**config.mk**
```make
export PLATFORM = sky130hd
export DESIGN_NAME = tx_arbiter
export DESIGN_NICKNAME = d
export VERILOG_FILES = /design/src/rtl/tx_arb_pkg.sv /design/src/rtl/rr_pick.sv /design/src/rtl/tx_arbiter.sv
export SDC_FILE = /design/constraint.sdc
export NUM_CORES = 1
export LEC_CHECK = 0
export CAP_MARGIN = 20
export CORE_MARGIN = 2
export CORE_UTILIZATION = 45
export CTS_CLUSTER_DIAMETER = 150
export DETAILED_ROUTE_END_ITERATION = 6
export GPL_TIMING_DRIVEN = 0
export PLACE_DENSITY = 0.83
export SLEW_MARGIN = 25
export SYNTH_ARGS = -nofsm -noshare
export SYNTH_HDL_FRONTEND = slang
export SYNTH_SLANG_ARGS = --single-unit
export TNS_END_PERCENT = 5
```
**constraint.sdc**
```tcl
create_clock -name iClock -period 4.35 [get_ports iClock]
set_input_delay 1.0875 -clock iClock [delete_from_list [all_inputs] [get_ports iClock]]
set_output_delay 1.0875 -clock iClock [all_outputs]
set_load 0.05 [all_outputs]
```
**src/rtl/tx_arb_pkg.sv**
```systemverilog
// Shared definitions for the transmitter arbiter: FSM state encoding.
package tx_arb_pkg;

  typedef logic [1:0] arbState_t;

  // Legacy-compatible fixed encoding; other blocks decode these values directly.
  localparam arbState_t IDLE = 2'd0;
  localparam arbState_t SEND = 2'd1;
  localparam arbState_t WAIT = 2'd2;
  localparam arbState_t ACK  = 2'd3;

endpackage

```
**src/rtl/rr_pick.sv**
```systemverilog
// Combinational round-robin picker: first asserted request strictly after `last`,
// searching upward with wrap-around. Returns a one-hot grant and its index.
module rr_pick #(
  parameter int unsigned N = 2,
  localparam int unsigned IdxW = (N > 1) ? $clog2(N) : 1
) (
  input  logic [N-1:0]    req,
  input  logic [IdxW-1:0] last,
  output logic [N-1:0]    grant,
  output logic [IdxW-1:0] index
);

  localparam logic [N-1:0] One = N'(1);

  int unsigned     cand;
  logic [IdxW-1:0] candIdx;
  logic            found;

  // Walk last+1 .. last+N (mod N) and keep the first requester found.
  always_comb begin
    cand    = 0;
    candIdx = '0;
    found   = 1'b0;
    index   = '0;
    for (int unsigned i = 1; i <= N; i++) begin
      cand = 32'(last) + i;
      if (cand >= N) begin
        cand = cand - N;
      end
      candIdx = cand[IdxW-1:0];
      if (!found && req[candIdx]) begin
        found = 1'b1;
        index = candIdx;
      end
    end
    grant = found ? (One << index) : '0;
  end

endmodule

```
**src/rtl/tx_arbiter.sv**
```systemverilog
// Round-robin arbiter sharing one byte transmitter (send pulse / done pulse) between
// N requesters. Latches the winner's byte, pulses send, waits for done or a watchdog
// expiry, then acknowledges the owner. All outputs are registered.
module tx_arbiter
  import tx_arb_pkg::*;
#(
  parameter int unsigned N       = 2,
  parameter int unsigned TIMEOUT = 65535
) (
  input  logic           iClock,
  input  logic           iReset,
  input  logic [N-1:0]   iReq,
  input  logic [8*N-1:0] iData,
  input  logic           iTxDone,
  output logic           oTxSend,
  output logic [7:0]     oTxData,
  output logic [N-1:0]   oGrant,
  output logic [N-1:0]   oAck,
  output logic           oBusy,
  output logic           oTimeout
);

  localparam int unsigned IdxW = (N > 1) ? $clog2(N) : 1;
  localparam int unsigned CntW = $clog2(TIMEOUT + 1);
  localparam logic [CntW-1:0] CntLimit = CntW'(TIMEOUT - 1);
  localparam logic [CntW-1:0] CntMax   = {CntW{1'b1}};

  arbState_t       stateQ, stateD;
  logic [CntW-1:0] cntQ, cntD;
  logic [IdxW-1:0] lastQ, lastD;
  logic [IdxW-1:0] ownerQ, ownerD;
  logic [N-1:0]    grantQ, grantD;
  logic [7:0]      dataQ, dataD;
  logic            sendQ, sendD;
  logic [N-1:0]    ackQ, ackD;
  logic            timeoutQ, timeoutD;
  logic            busyQ, busyD;

  logic [N-1:0]    pickGrant;
  logic [IdxW-1:0] pickIdx;
  logic [7:0]      pickData;

  rr_pick #(
    .N(N)
  ) uPick (
    .req  (iReq),
    .last (lastQ),
    .grant(pickGrant),
    .index(pickIdx)
  );

  // Select the winning requester's byte lane.
  always_comb begin
    pickData = '0;
    for (int unsigned k = 0; k < N; k++) begin
      if (pickGrant[k]) begin
        pickData = iData[8*k +: 8];
      end
    end
  end

  // Next-state logic; pulse outputs default low so they last exactly one cycle.
  always_comb begin
    stateD   = stateQ;
    cntD     = cntQ;
    lastD    = lastQ;
    ownerD   = ownerQ;
    grantD   = grantQ;
    dataD    = dataQ;
    busyD    = busyQ;
    sendD    = 1'b0;
    ackD     = '0;
    timeoutD = 1'b0;
    case (stateQ)
      IDLE: begin
        if (|iReq) begin
          stateD = SEND;
          ownerD = pickIdx;
          grantD = pickGrant;
          dataD  = pickData;
          sendD  = 1'b1;
          busyD  = 1'b1;
        end
      end
      SEND: begin
        // A done arriving here is ignored: the transmitter was only just started.
        stateD = WAIT;
        cntD   = '0;
      end
      WAIT: begin
        if (iTxDone) begin
          // Done beats a simultaneous watchdog expiry.
          stateD = ACK;
          ackD   = grantQ;
        end else if (cntQ == CntLimit) begin
          stateD   = ACK;
          ackD     = grantQ;
          timeoutD = 1'b1;
        end else if (cntQ != CntMax) begin
          cntD = cntQ + CntW'(1);
        end
      end
      ACK: begin
        stateD = IDLE;
        lastD  = ownerQ;
        grantD = '0;
        busyD  = 1'b0;
      end
      default: begin
        stateD = IDLE;
        grantD = '0;
        busyD  = 1'b0;
      end
    endcase
  end

  // State and output registers; reset drops any transfer in flight without an ack.
  always_ff @(posedge iClock or negedge iReset) begin
    if (!iReset) begin
      stateQ   <= IDLE;
      cntQ     <= '0;
      lastQ    <= IdxW'(N - 1);
      ownerQ   <= '0;
      grantQ   <= '0;
      dataQ    <= '0;
      sendQ    <= 1'b0;
      ackQ     <= '0;
      timeoutQ <= 1'b0;
      busyQ    <= 1'b0;
    end else begin
      stateQ   <= stateD;
      cntQ     <= cntD;
      lastQ    <= lastD;
      ownerQ   <= ownerD;
      grantQ   <= grantD;
      dataQ    <= dataD;
      sendQ    <= sendD;
      ackQ     <= ackD;
      timeoutQ <= timeoutD;
      busyQ    <= busyD;
    end
  end

  assign oTxSend  = sendQ;
  assign oTxData  = dataQ;
  assign oGrant   = grantQ;
  assign oAck     = ackQ;
  assign oBusy    = busyQ;
  assign oTimeout = timeoutQ;

endmodule

```
=== Yosys cells after proc, flatten, opt, wreduce, memory -nomap -nowiden ===
Index checks and enable logic that the tools add are counted.
W data, S select, Z words.

* Register bits after elaboration: 35
* Bits of input ports: 21
* Output and inout port bits: 15
* Logic and storage cells: 73

* $add $sub $neg: 5
* Magnitude comparators: 4
* Eq/ne operators: 10
* Shifts and indexed selects: 1
* Multiplexer cells: 33
* Reductions and logical operators: 10

{| class="wikitable"
|+ Operator list
! kind !! count
|-
| $mux W16 || 3
|-
| $pmux W16 S2 || 1
|-
| $add A16 B1 Y16 const B || 1
|-
| $eq A16 B16 Y1 const B || 1
|-
| $mux W1 || 16
|-
| $mux W2 || 8
|-
| $mux W8 || 2
|-
| $ne A16 B16 Y1 const B || 1
|-
| $ne A2 B2 Y1 const B || 4
|-
| $pmux W2 S4 || 1
|-
| $reduce_and A2 Y1 || 3
|-
| $eq A2 B2 Y1 const B || 2
|-
| $lt A1 B2 Y1 const B || 2
|-
| $pmux W2 S2 || 1
|-
| $reduce_and A4 Y1 || 1
|-
| $reduce_bool A2 Y1 || 2
|-
| $add A1 B2 Y3 const B || 1
|-
| $ge A3 B2 Y1 const B || 1
|-
| $ne A3 B3 Y1 const B || 1
|-
| $add A1 B1 Y2 const B || 1
|-
| $eq A2 B1 Y1 const B || 1
|-
| $ge A2 B2 Y1 const B || 1
|-
| $logic_not A2 Y1 || 1
|-
| $pmux W1 S2 || 1
|-
| 5 further kinds || 6
|}

=== Longest topological paths before layout ===
Gate-level depths: netlist of the first run.

* Depth after elaboration: 13
* Depth in mapped cells: 7

=== Modules after synthesis ===
A second synthesis of the first run with hierarchy kept.

* Cell total of the unflattened synthesis: 208
* Area total of the unflattened synthesis: 1975.6 sq um

{| class="wikitable"
|+ By module, submodules not included
! module !! times used !! cells each !! area each (sq um) !! seq. area each (sq um)
|-
| tx_arbiter || 1 || 204 || 1949.4 || 877.1
|-
| rr_pick || 1 || 4 || 26.3 || 0.0
|}

=== Worst setup path before layout of the first run ===
Ideal clock, no wire load.

* Path kind: input-to-reg
* Start: input port iTxDone
* End: register cntQ[14]
* Setup time: 0.078 ns
* Data arrival time: 2.341 ns
* Required time: 4.272 ns
* Slack: 1.931 ns
* Cell stages on the path: 5
* Buffers on the path: 1
* Cells stage by stage: nand3b_1 or3_1 clkbuf_2 or4_1 a21oi_1

* Cells in the longest elaborated chain, start to end: 2

{| class="wikitable"
|+ RTL lines
! what !! line !! text
|-
| start, declared || tx_arbiter.sv:14 || <nowiki>input logic iTxDone,</nowiki>
|-
| $ne A2 B2 Y1 (no source line) || - ||
|-
| $reduce_and A4 Y1 (no source line) || - ||
|-
| end signal, assigned || tx_arbiter.sv:132 || <nowiki>cntQ <= cntD;</nowiki>
|-
| end, declared || tx_arbiter.sv:29 || <nowiki>logic [CntW-1:0] cntQ, cntD;</nowiki>
|}

No other way between the ends.
A chain may end at the register's enable or synchronous reset.

=== Worst setup path after layout of the first run ===
Same ends and word-level chain as after synthesis.

==> results of run 1 <==
## sequential cells by signal, indices dropped and copies added, names as in the netlist
signal / flops
cntQ: 16
lastQ: 1
oAck: 2
oBusy: 1
oGrant: 2
oTimeout: 1
oTxData: 8
oTxSend: 1
ownerQ: 1
stateQ: 2
## placed cells by master (no fill, tap or decap), types with 4 or more instances in the layout
cell type	n
a21oi_1	8
a22o_1	4
a22oi_1	8
clkbuf_1	4
clkbuf_8	5
clkdlybuf4s50_1	34
dfrtp_1	34
ha_1	7
inv_1	7
nand2_1	21
nand3_1	6
nand4_1	4
nor2_1	9
o211ai_1	4
o21ai_0	18
o31ai_1	8
or3_1	4
or4_1	5
## final cells by class
type | count | area (µm²)
Timing Repair Buffer | 36 | 365
Buffer | 6 | 30.0
Clock buffer | 5 | 68.8
Multi-Input combinational cell | 135 | 865
Fill cell | 326 | 1410
Sequential cell | 35 | 877
Clock inverter | 3 | 43.8
Inverter | 7 | 26.3
Tap cell | 48 | 60.1
## Yosys cell counts (2+ instances only)
| library cell | count | area, µm² |
|---|---|---|
| or3_1 | 4 | 25.0 |
| nor4_1 | 3 | 18.8 |
| o21ai_0 | 18 | 90.1 |
| nand2_1 | 21 | 78.8 |
| dfrtp_1 | 34 | 851 |
| nor2_1 | 9 | 33.8 |
| ha_1 | 7 | 87.6 |
| a22o_1 | 4 | 35.0 |
| a21oi_1 | 8 | 40.0 |
| and3_1 | 2 | 12.5 |
| or4_1 | 5 | 37.5 |
| o211ai_1 | 4 | 30.0 |
| nand3_1 | 6 | 30.0 |
| clkbuf_1 | 4 | 15.0 |
| nand2b_1 | 2 | 12.5 |
| inv_1 | 7 | 26.3 |
| a22oi_1 | 8 | 60.1 |
| mux2i_1 | 3 | 30.0 |
| nand4_1 | 4 | 25.0 |
| o31ai_1 | 8 | 60.1 |
## worst max-delay path: stages
cell and delay (ps):
clkdlybuf4s50_1 460, nand3b_1 280, or3_1 350, clkbuf_2 160
or4_1 480, a21oi_1 150
## routing by layer
metal  share of wire (%)  up-vias  wire length, µm
met3                 4.0        6              157
met5                   0        -                0
met1                  44      742             1720
li1                    -      778                -
met2                  50       35             1960
met4                 2.4        0               94
## path summary, 6_finish.rpt
path                            slack [ps]        from         end  cells after the start
worst max-delay path                  1600     iTxDone    cntQ[14]                      6
worst min-delay path                   480  oTxData[3]  oTxData[3]                      2
worst max register to register        2110   stateQ[0]    cntQ[14]                      7
worst min register to register         480  oTxData[3]  oTxData[3]                      2
max in group asynchronous             3280      iReset   oGrant[0]                      2
min in group asynchronous              660      iReset     cntQ[4]                      1
## metrics by stage
step,instances,power [mW],area [µm²]
6_report,275,1.34,2340
5_1_grt,275,1.42,2340
4_1_cts,275,1.35,2340
3_5_place_dp,267,1.05,2220
3_3_place_gp,266,1.03,2210
2_1_floorplan,183,0.856,1800
## power groups by stage
stage                     Sequential (mW)  Clock (mW)  Combinational (mW)
after floorplan                     0.628           0               0.228
after global placement              0.464           0               0.565
after detailed placement            0.469           0               0.580
after CTS                           0.463       0.302               0.586
after global routing                0.474       0.315               0.628
final                               0.462       0.296               0.579
## cells by family (layout without fill, tap and decap cells)
group | after synthesis | count (layout) | synth area share [%]
simple gates | 66 | 66 | 20.0
compound gates | 58 | 58 | 20.9
flops | 35 | 35 | 48.8
buf+inv | 13 | 57 | 3.13
fa+ha+maj | 7 | 7 | 4.87
mux | 4 | 4 | 2.30
==> flow_summary.ini, run 1 <==
[run_status]
outcome = finished, final reports clean

[finish]
final_layout_size_suffix_gt1_share_pct = 8.81
areaGrowthSynthToFinish_pct = 29.9
nNetsFinal = 254
final_util_pct = 62.4
diodes = 0

[place]
dpl_worst_slack_ps = 1290
gp_congestion = 0.817
hpwl_mm = 2.94
io_buffer_count = 35

[setup_path]
path_max_fanout = 8
critPathLaunchType = primary input
cp.arrival_ps = 2970
path_class = in2reg
worstPathRequired_ps = 4570
endpoint_kind = register

[clock_tree]
htree_num_levels = 2
max-clock-path-buffers = 2
hold_buffers = 0
clkTransAtPathRegs_ps = 80
cts_buffers = 5
insertion_delay_ps = 300
cts_resized = 0
cts_sinks = 35
cts-root-buf = clkbuf_8
postCtsSetupRepairBufs = 0
cts_tree = done

[pwr]
seq_power_share_pct = 34.6
p_int_mw = 0.789
ir_drop_mv = 0.288
leakagePower_nw = 0.974
p_per_area_mw_per_mm2 = 573
switching_share_pct = 41.0
power_frac_clock_pct = 22.1
switchingPower_mw = 0.549
power_frac_comb_pct = 43.3

[die]
io-pin-count = 36
dieWidth_um = 67.2
fp.coreArea_mm2 = 0.00374
dieArea_mm2 = 0.00452
dieHeight_um = 67.2
row_count = 22
start_util_pct = 48.0

[synthesis]
synth-async-reset-ratio_pct = 100
synth_edf_count = 0
syn_nets = 211
yosysSeqAreaShare_pct = 48.8
syn_area_per_cell_um2 = 9.82
ys_warn_count = 0
yosys_most_used_dff = dfrtp_1
synth.distinct_cells = 42
syn_area_mm2 = 0.00180
synth_seq_cells = 35
synth_cells = 183

[global_route]
use_met1_pct = 24.1
grt.met3_usage_pct = 5.00
grt.busiest_layer = met2
antenna_found_initial = 0
grt_usage_pct = 19.9
grt-ovfl-total = 0
grt_pass1_vias = 1502
grt_max_degree = 26
grt_pass1_wl_mm = 6.69
met2_usage_pct = 33.3

[sta]
rsz0062_at_grt = false
fmax_ghz = 0.363
slew-limit-headroom_pct = 35.8
setup_viol = 0
min_period_ps = 2750
hold_violations = 0
worst_slew_pin_slew_ps = 955
fin_tns_setup_ps = 0
finalCritPeriodShare_pct = 63.3
whs_ps = 482
drv_slew = 0
fin_skew_ps = 11.6
fin_ws_ps = 1600

[detailed_routing]
drtIter0Drc = 82
firstDrtPassIters = 4
drc = 0
wirelength_mm = 3.94
detail-route-antenna-nets = 0
vias = 1561
wl_per_cell_um = 14.3
viasPerCell = 5.68

[min_path]
hold_path_class = reg2reg

[flow_run]
cap_violations = 0
No activity file was read; power rests on OpenSTA's default activity.
==> inputs of run 2 (changes only) <==
- PLACE_DENSITY: 0.83 -> 0.86
- clock period: 4.35 -> 2.46 ns (I/O delays scaled with it)
==> run 2 against run 1 <==
  * Total power rose by 73%
  * Highest routed layer unchanged
  * Count of clock-buffer cells in the layout rose by 3
  * Critical endpoint unchanged
  * Die area did not move
  * Largest power group unchanged
  * Largest cell class unchanged
  * Clock skew fell by 7.6 ps
  * Via count rose by 1.9%
  * Non-clock buffer count did not move
==> flow_summary.ini, run 2 (synthesized netlist as in run 1, its figures left out) <==
[die]
fp.coreArea_mm2 = 0.00374
dieArea_mm2 = 0.00452
io-pin-count = 36
dieWidth_um = 67.2
dieHeight_um = 67.2
row_count = 22
start_util_pct = 48.0

[global_route]
grt_max_degree = 24
grt_usage_pct = 20.6
grt-ovfl-total = 0
antenna_found_initial = 0
grt_pass1_vias = 1502
grt_pass1_wl_mm = 6.83

[detailed_routing]
drtIter0Drc = 119
vias = 1591
drc = 0
wl_per_cell_um = 15.4
detail-route-antenna-nets = 0
viasPerCell = 5.79
firstDrtPassIters = 4
wirelength_mm = 4.22

[clock_tree]
cts-root-buf = clkbuf_8
cts_tree = done
cts_buffers = 5
cts_resized = 0
max-clock-path-buffers = 2
htree_num_levels = 2
insertion_delay_ps = 300
clkTransAtPathRegs_ps = 70
hold_buffers = 0
postCtsSetupRepairBufs = 0
cts_sinks = 35

[sta]
setup_viol = 0
finalCritPeriodShare_pct = 93.2
worst_slew_pin_slew_ps = 610
fmax_ghz = 0.436
drv_slew = 0
fin_tns_setup_ps = 0
slew-limit-headroom_pct = 58.9
min_period_ps = 2290
rsz0062_at_grt = false
fin_ws_ps = 167
whs_ps = 210
hold_violations = 0
fin_skew_ps = 4.00

[pwr]
ir_drop_mv = 0.473
leakagePower_nw = 0.970
p_per_area_mw_per_mm2 = 988

[setup_path]
endpoint_kind = register
critPathLaunchType = primary input
worstPathRequired_ps = 2690
path_class = in2reg
cp.arrival_ps = 2520
path_max_fanout = 8

[finish]
regMostFlops = cntQ
areaGrowthSynthToFinish_pct = 30.0
final_util_pct = 62.4
layout_common_cells = dfrtp_1, clkdlybuf4s50_1, nand2_1
diodes = 0
final_layout_size_suffix_gt1_share_pct = 8.81
largest_reg_flops = 16
nNetsFinal = 254

[place]
io_buffer_count = 35
gp_congestion = 0.840
dpl_worst_slack_ps = -127
hpwl_mm = 3.00

[flow_run]
cap_violations = 0

[run_status]
outcome = finished, final reports clean

[min_path]
hold_path_class = in2async
==> run 2: cell types whose count changed in the layout (fill, tap and decap cells not counted) <==
cell and delta:
buf_12 -1, buf_16 +1, bufinv_16 -1, clkbuf_1 +1
clkbuf_8 +2, clkinv_2 -1, clkinv_4 -1, nor4_1 -1
nor4_2 +1
==> run 2: metal layers <==
layer / GRT usage (%) / part of all wire (%) / wire length, µm / vias to the layer above
li1: - / - / - / 774
met1: 24.6 / 42 / 1780 / 768
met2: 34.5 / 51 / 2170 / 39
met3: 5.83 / 4.3 / 180 / 10
met4: 8.93 / 2.1 / 88 / 0
met5: 0 / 0 / 0 / -
==> run 2: worst paths after layout <==
check | from | endpoint | slack (ps) | depth (start not counted)
max | iTxDone | cntQ[14] | 170 | 6
min | iReset | cntQ[4] | 210 | 1
max reg2reg | stateQ[0] | cntQ[14] | 190 | 7
min reg2reg | oTxData[3] | oTxData[3] | 490 | 2
max in group asynchronous | iReset | oTxData[7] | 1830 | 2
min in group iClock | oTxData[3] | oTxData[3] | 490 | 2
==> run 2: cell type report <==
type	count	area, µm²
sequential	35	877
inverter	7	26.3
tap	48	60.1
clock buffer	8	100
multi-input combinational	135	871
fill	312	1410
timing repair buffer	36	373
buffer	6	30.0
==> run 2: stage by stage <==
step / area (µm²) / power [mW] / cells
6_report: 2340 / 2.31 / 275
5_1_grt: 2340 / 2.46 / 275
4_1_cts: 2330 / 2.33 / 275
3_5_place_dp: 2230 / 1.86 / 267
3_3_place_gp: 2210 / 1.82 / 266
2_1_floorplan: 1800 / 1.51 / 183
==> run 2: critical path: stages <==
cell	delay, ps
clkdlybuf4s50_1	470
nand3b_1	290
or3_1	350
clkbuf_2	170
or4_1	470
a21oi_1	150
==> run 2: power by group <==
group	total [mW]	switching (mW)	internal, mW
Clock	0.465	0.210	0.255
Sequential	0.819	0.0970	0.722
Combinational	1.03	0.653	0.373
Total	2.31	0.960	1.35
==> inputs of run 3 (changes only) <==
- ABC_AREA: not set -> 1
- CAP_MARGIN: 20 -> 15
- CORE_ASPECT_RATIO: not set -> 1.75
- PLACE_DENSITY: 0.86 -> 0.85
==> run 3 against run 2 <==
  * First-iteration DRC count decreased by 68%
  * Area after synthesis increased by 11%
  * Combinational power increased by 34%
  * Clock power increased by 13%
  * Clock skew increased by 9.8 ps
  * Synthesized cell count increased by 49%
  * Utilization decreased by 3.7 points
  * Worst setup slack improved by 200 ps
  * Hold slack improved by 38 ps
  * Non-clock buffer count decreased by 2
  * Count of clock-buffer cells in the layout decreased by 3
  * Largest cell class is now multi-input combinational cells
==> flow_summary.ini, run 3 <==
[run_status]
outcome = finished, final reports clean

[sta]
min_period_ps = 2090
worst_slew_pin_slew_ps = 524
finalCritPeriodShare_pct = 85.0
fin_skew_ps = 13.8
slew-limit-headroom_pct = 65.1
fin_ws_ps = 370
drv_slew = 0
fin_tns_setup_ps = 0
setup_viol = 0
fmax_ghz = 0.478
hold_violations = 0
rsz0062_at_grt = false

[synthesis]
ys_top_cells_by_count = nand2_1, nor2_1, dfrtp_1
synth.distinct_cells = 27
syn_area_per_cell_um2 = 7.30
yosys-top-cells-area = dfrtp_1, nand2_1, nor2_1
yosys_most_used_dff = dfrtp_1
synth_seq_cells = 35
yosysSeqAreaShare_pct = 44.0
synth_cells = 273
synth_edf_count = 0
ys_warn_count = 0
yosysTopAreaCellShare_pct = 42.7
synth.most_common_cell = nand2_1
syn_area_mm2 = 0.00199
syn_nets = 301
synth_area_leader_cell = dfrtp_1
synth-async-reset-ratio_pct = 100

[detailed_routing]
drc = 0
drtIter0Drc = 38
detail-route-antenna-nets = 0
firstDrtPassIters = 4
wl_per_cell_um = 12.9
wirelength_mm = 4.75
vias = 1880
viasPerCell = 5.11

[pwr]
ir_drop_mv = 0.761
leakagePower_nw = 1.14
power_frac_clock_pct = 19.1
power_frac_comb_pct = 50.2
p_per_area_mw_per_mm2 = 1080
p_int_mw = 1.48
switching_share_pct = 46.2
seq_power_share_pct = 30.7
switchingPower_mw = 1.27

[setup_path]
critical_path.top_delay_family = buffers and inverters
cp.arrival_ps = 1480
r2r_start = cntQ[0]
startpoint = oGrant[1]
r2r_cells = 11
path_class = reg2out
slowest_delay_ps = 820
path_max_fanout = 2
worst-path-stages = 1
critPathLaunchType = register
rr_endpoint = cntQ[9]
worstPathRequired_ps = 1850
endpoint_kind = output pin
ff2ff_setup_slack_ps = 530
crit_chain = clkdlybuf4s50_1
cpMaxStageDelayCell = clkdlybuf4s50_1
crit_buf_inv = 1

[place]
io_buffer_count = 35
dpl_worst_slack_ps = 142
hpwl_mm = 3.71
gp_congestion = 0.856

[clock_tree]
clkTransAtPathRegs_ps = 80
max-clock-path-buffers = 2
cts_resized = 0
postCtsSetupRepairBufs = 0
cts_sinks = 35
cts_buffers = 5
hold_buffers = 0
htree_num_levels = 2
insertion_delay_ps = 300
cts_tree = done
cts-root-buf = clkbuf_8

[die]
fp.coreArea_mm2 = 0.00432
dieWidth_um = 54.3
start_util_pct = 46.1
io-pin-count = 36
dieArea_mm2 = 0.00500
dieHeight_um = 92.0
row_count = 32

[finish]
areaGrowthSynthToFinish_pct = 27.6
regMostFlops = cntQ
multi_input_area_mm2 = 0.00102
diodes = 0
layout_common_cells = nand2_1, nor2_1, dfrtp_1, clkdlybuf4s50_1, nand3_1
fillers = 376
final_layout_size_suffix_gt1_share_pct = 8.20
largest_reg_flops = 16
nNetsFinal = 344
seq_area_um2 = 877
final_common_cell = nand2_1

[global_route]
grt_max_degree = 21
grt-ovfl-total = 0
antenna_found_initial = 0
grt_pass1_wl_mm = 8.03
grt_pass1_vias = 1898
grt_usage_pct = 21.8

[min_path]
hold_path_class = in2async

[flow_run]
cap_violations = 0
run 3: cell count changes in the layout (fill, tap and decap cells not counted), sizes merged, moves of 12 or more:
cell and change:
nor2 +38, o21ai -16, nand3 +17, nand2 +85
inv +12
run 3: power by group through the flow:
stage	clock network (mW)	registers, mW	logic, mW
after floorplan	0	1.18	0.598
after global placement	0	0.849	1.36
after detailed placement	0	0.853	1.39
after CTS	0.530	0.845	1.39
after global routing	0.553	0.859	1.52
final	0.526	0.846	1.38
run 3: metrics by stage:
stage | hold slack (ps) | cells | power (mW) | area (µm²) | utilization (%)
5_1_grt | 273 | 368 | 2.93 | 2540 | 58.8
3_3_place_gp | 454 | 359 | 2.21 | 2410 | 55.6
2_1_floorplan | 319 | 273 | 1.78 | 1990 | -
6_report | 248 | 368 | 2.76 | 2540 | 58.8
4_1_cts | 257 | 368 | 2.77 | 2540 | 58.8
3_5_place_dp | 464 | 360 | 2.24 | 2430 | 56.2
run 3: cell families after synthesis:
| kind of cell | after synthesis | share of synthesized area [%] |
|---|---|---|
| AO/OA/AOI/OAI | 16 | 5.15 |
| XOR/XNOR | 7 | 3.08 |
| adder cells (fa/ha/maj) | 7 | 4.40 |
| buffers and inverters | 24 | 4.96 |
| flip-flops | 35 | 44.0 |
| AND/OR/NAND/NOR | 184 | 38.4 |
run 3: layout make-up:
cell class,count,area share [%]
Tap cell,51,2.51
Multi-Input combinational cell,214,40.0
Sequential cell,35,34.5
Inverter,20,2.95
Clock inverter,3,1.72
Timing Repair Buffer,36,14.7
Clock buffer,5,2.71
Buffer,4,0.935
run 3: worst reg2reg max path: stages (launching register included):
cell and delay [ps]:
dfrtp_1 440, ha_1 230, inv_1 60, nor2_2 210
nand2_1 120, nor2_1 170, nor2_1 110, nor2_1 100
nor2_1 60, buf_2 180, nand2_1 90, nand2_1 50
run 3: metal layers:
metal	GRT usage, %	vias to the layer above	routed length, µm	part of all wire (%)
met5	0	-	0	0
met4	10.0	0	154	3.2
met3	4.72	15	214	4.5
met2	39.1	58	2620	55
met1	22.4	857	1760	37
li1	-	950	-	-
run 3: worst max-delay path by stage:
stage	end	slack (ps)
floorplan	cntQ[11]	860
CTS	oTxData[5]	360
global route	oGrant[0]	250
finish	oGrant[1]	370
global placement	oTxSend	30
detailed placement	oGrant[0]	140
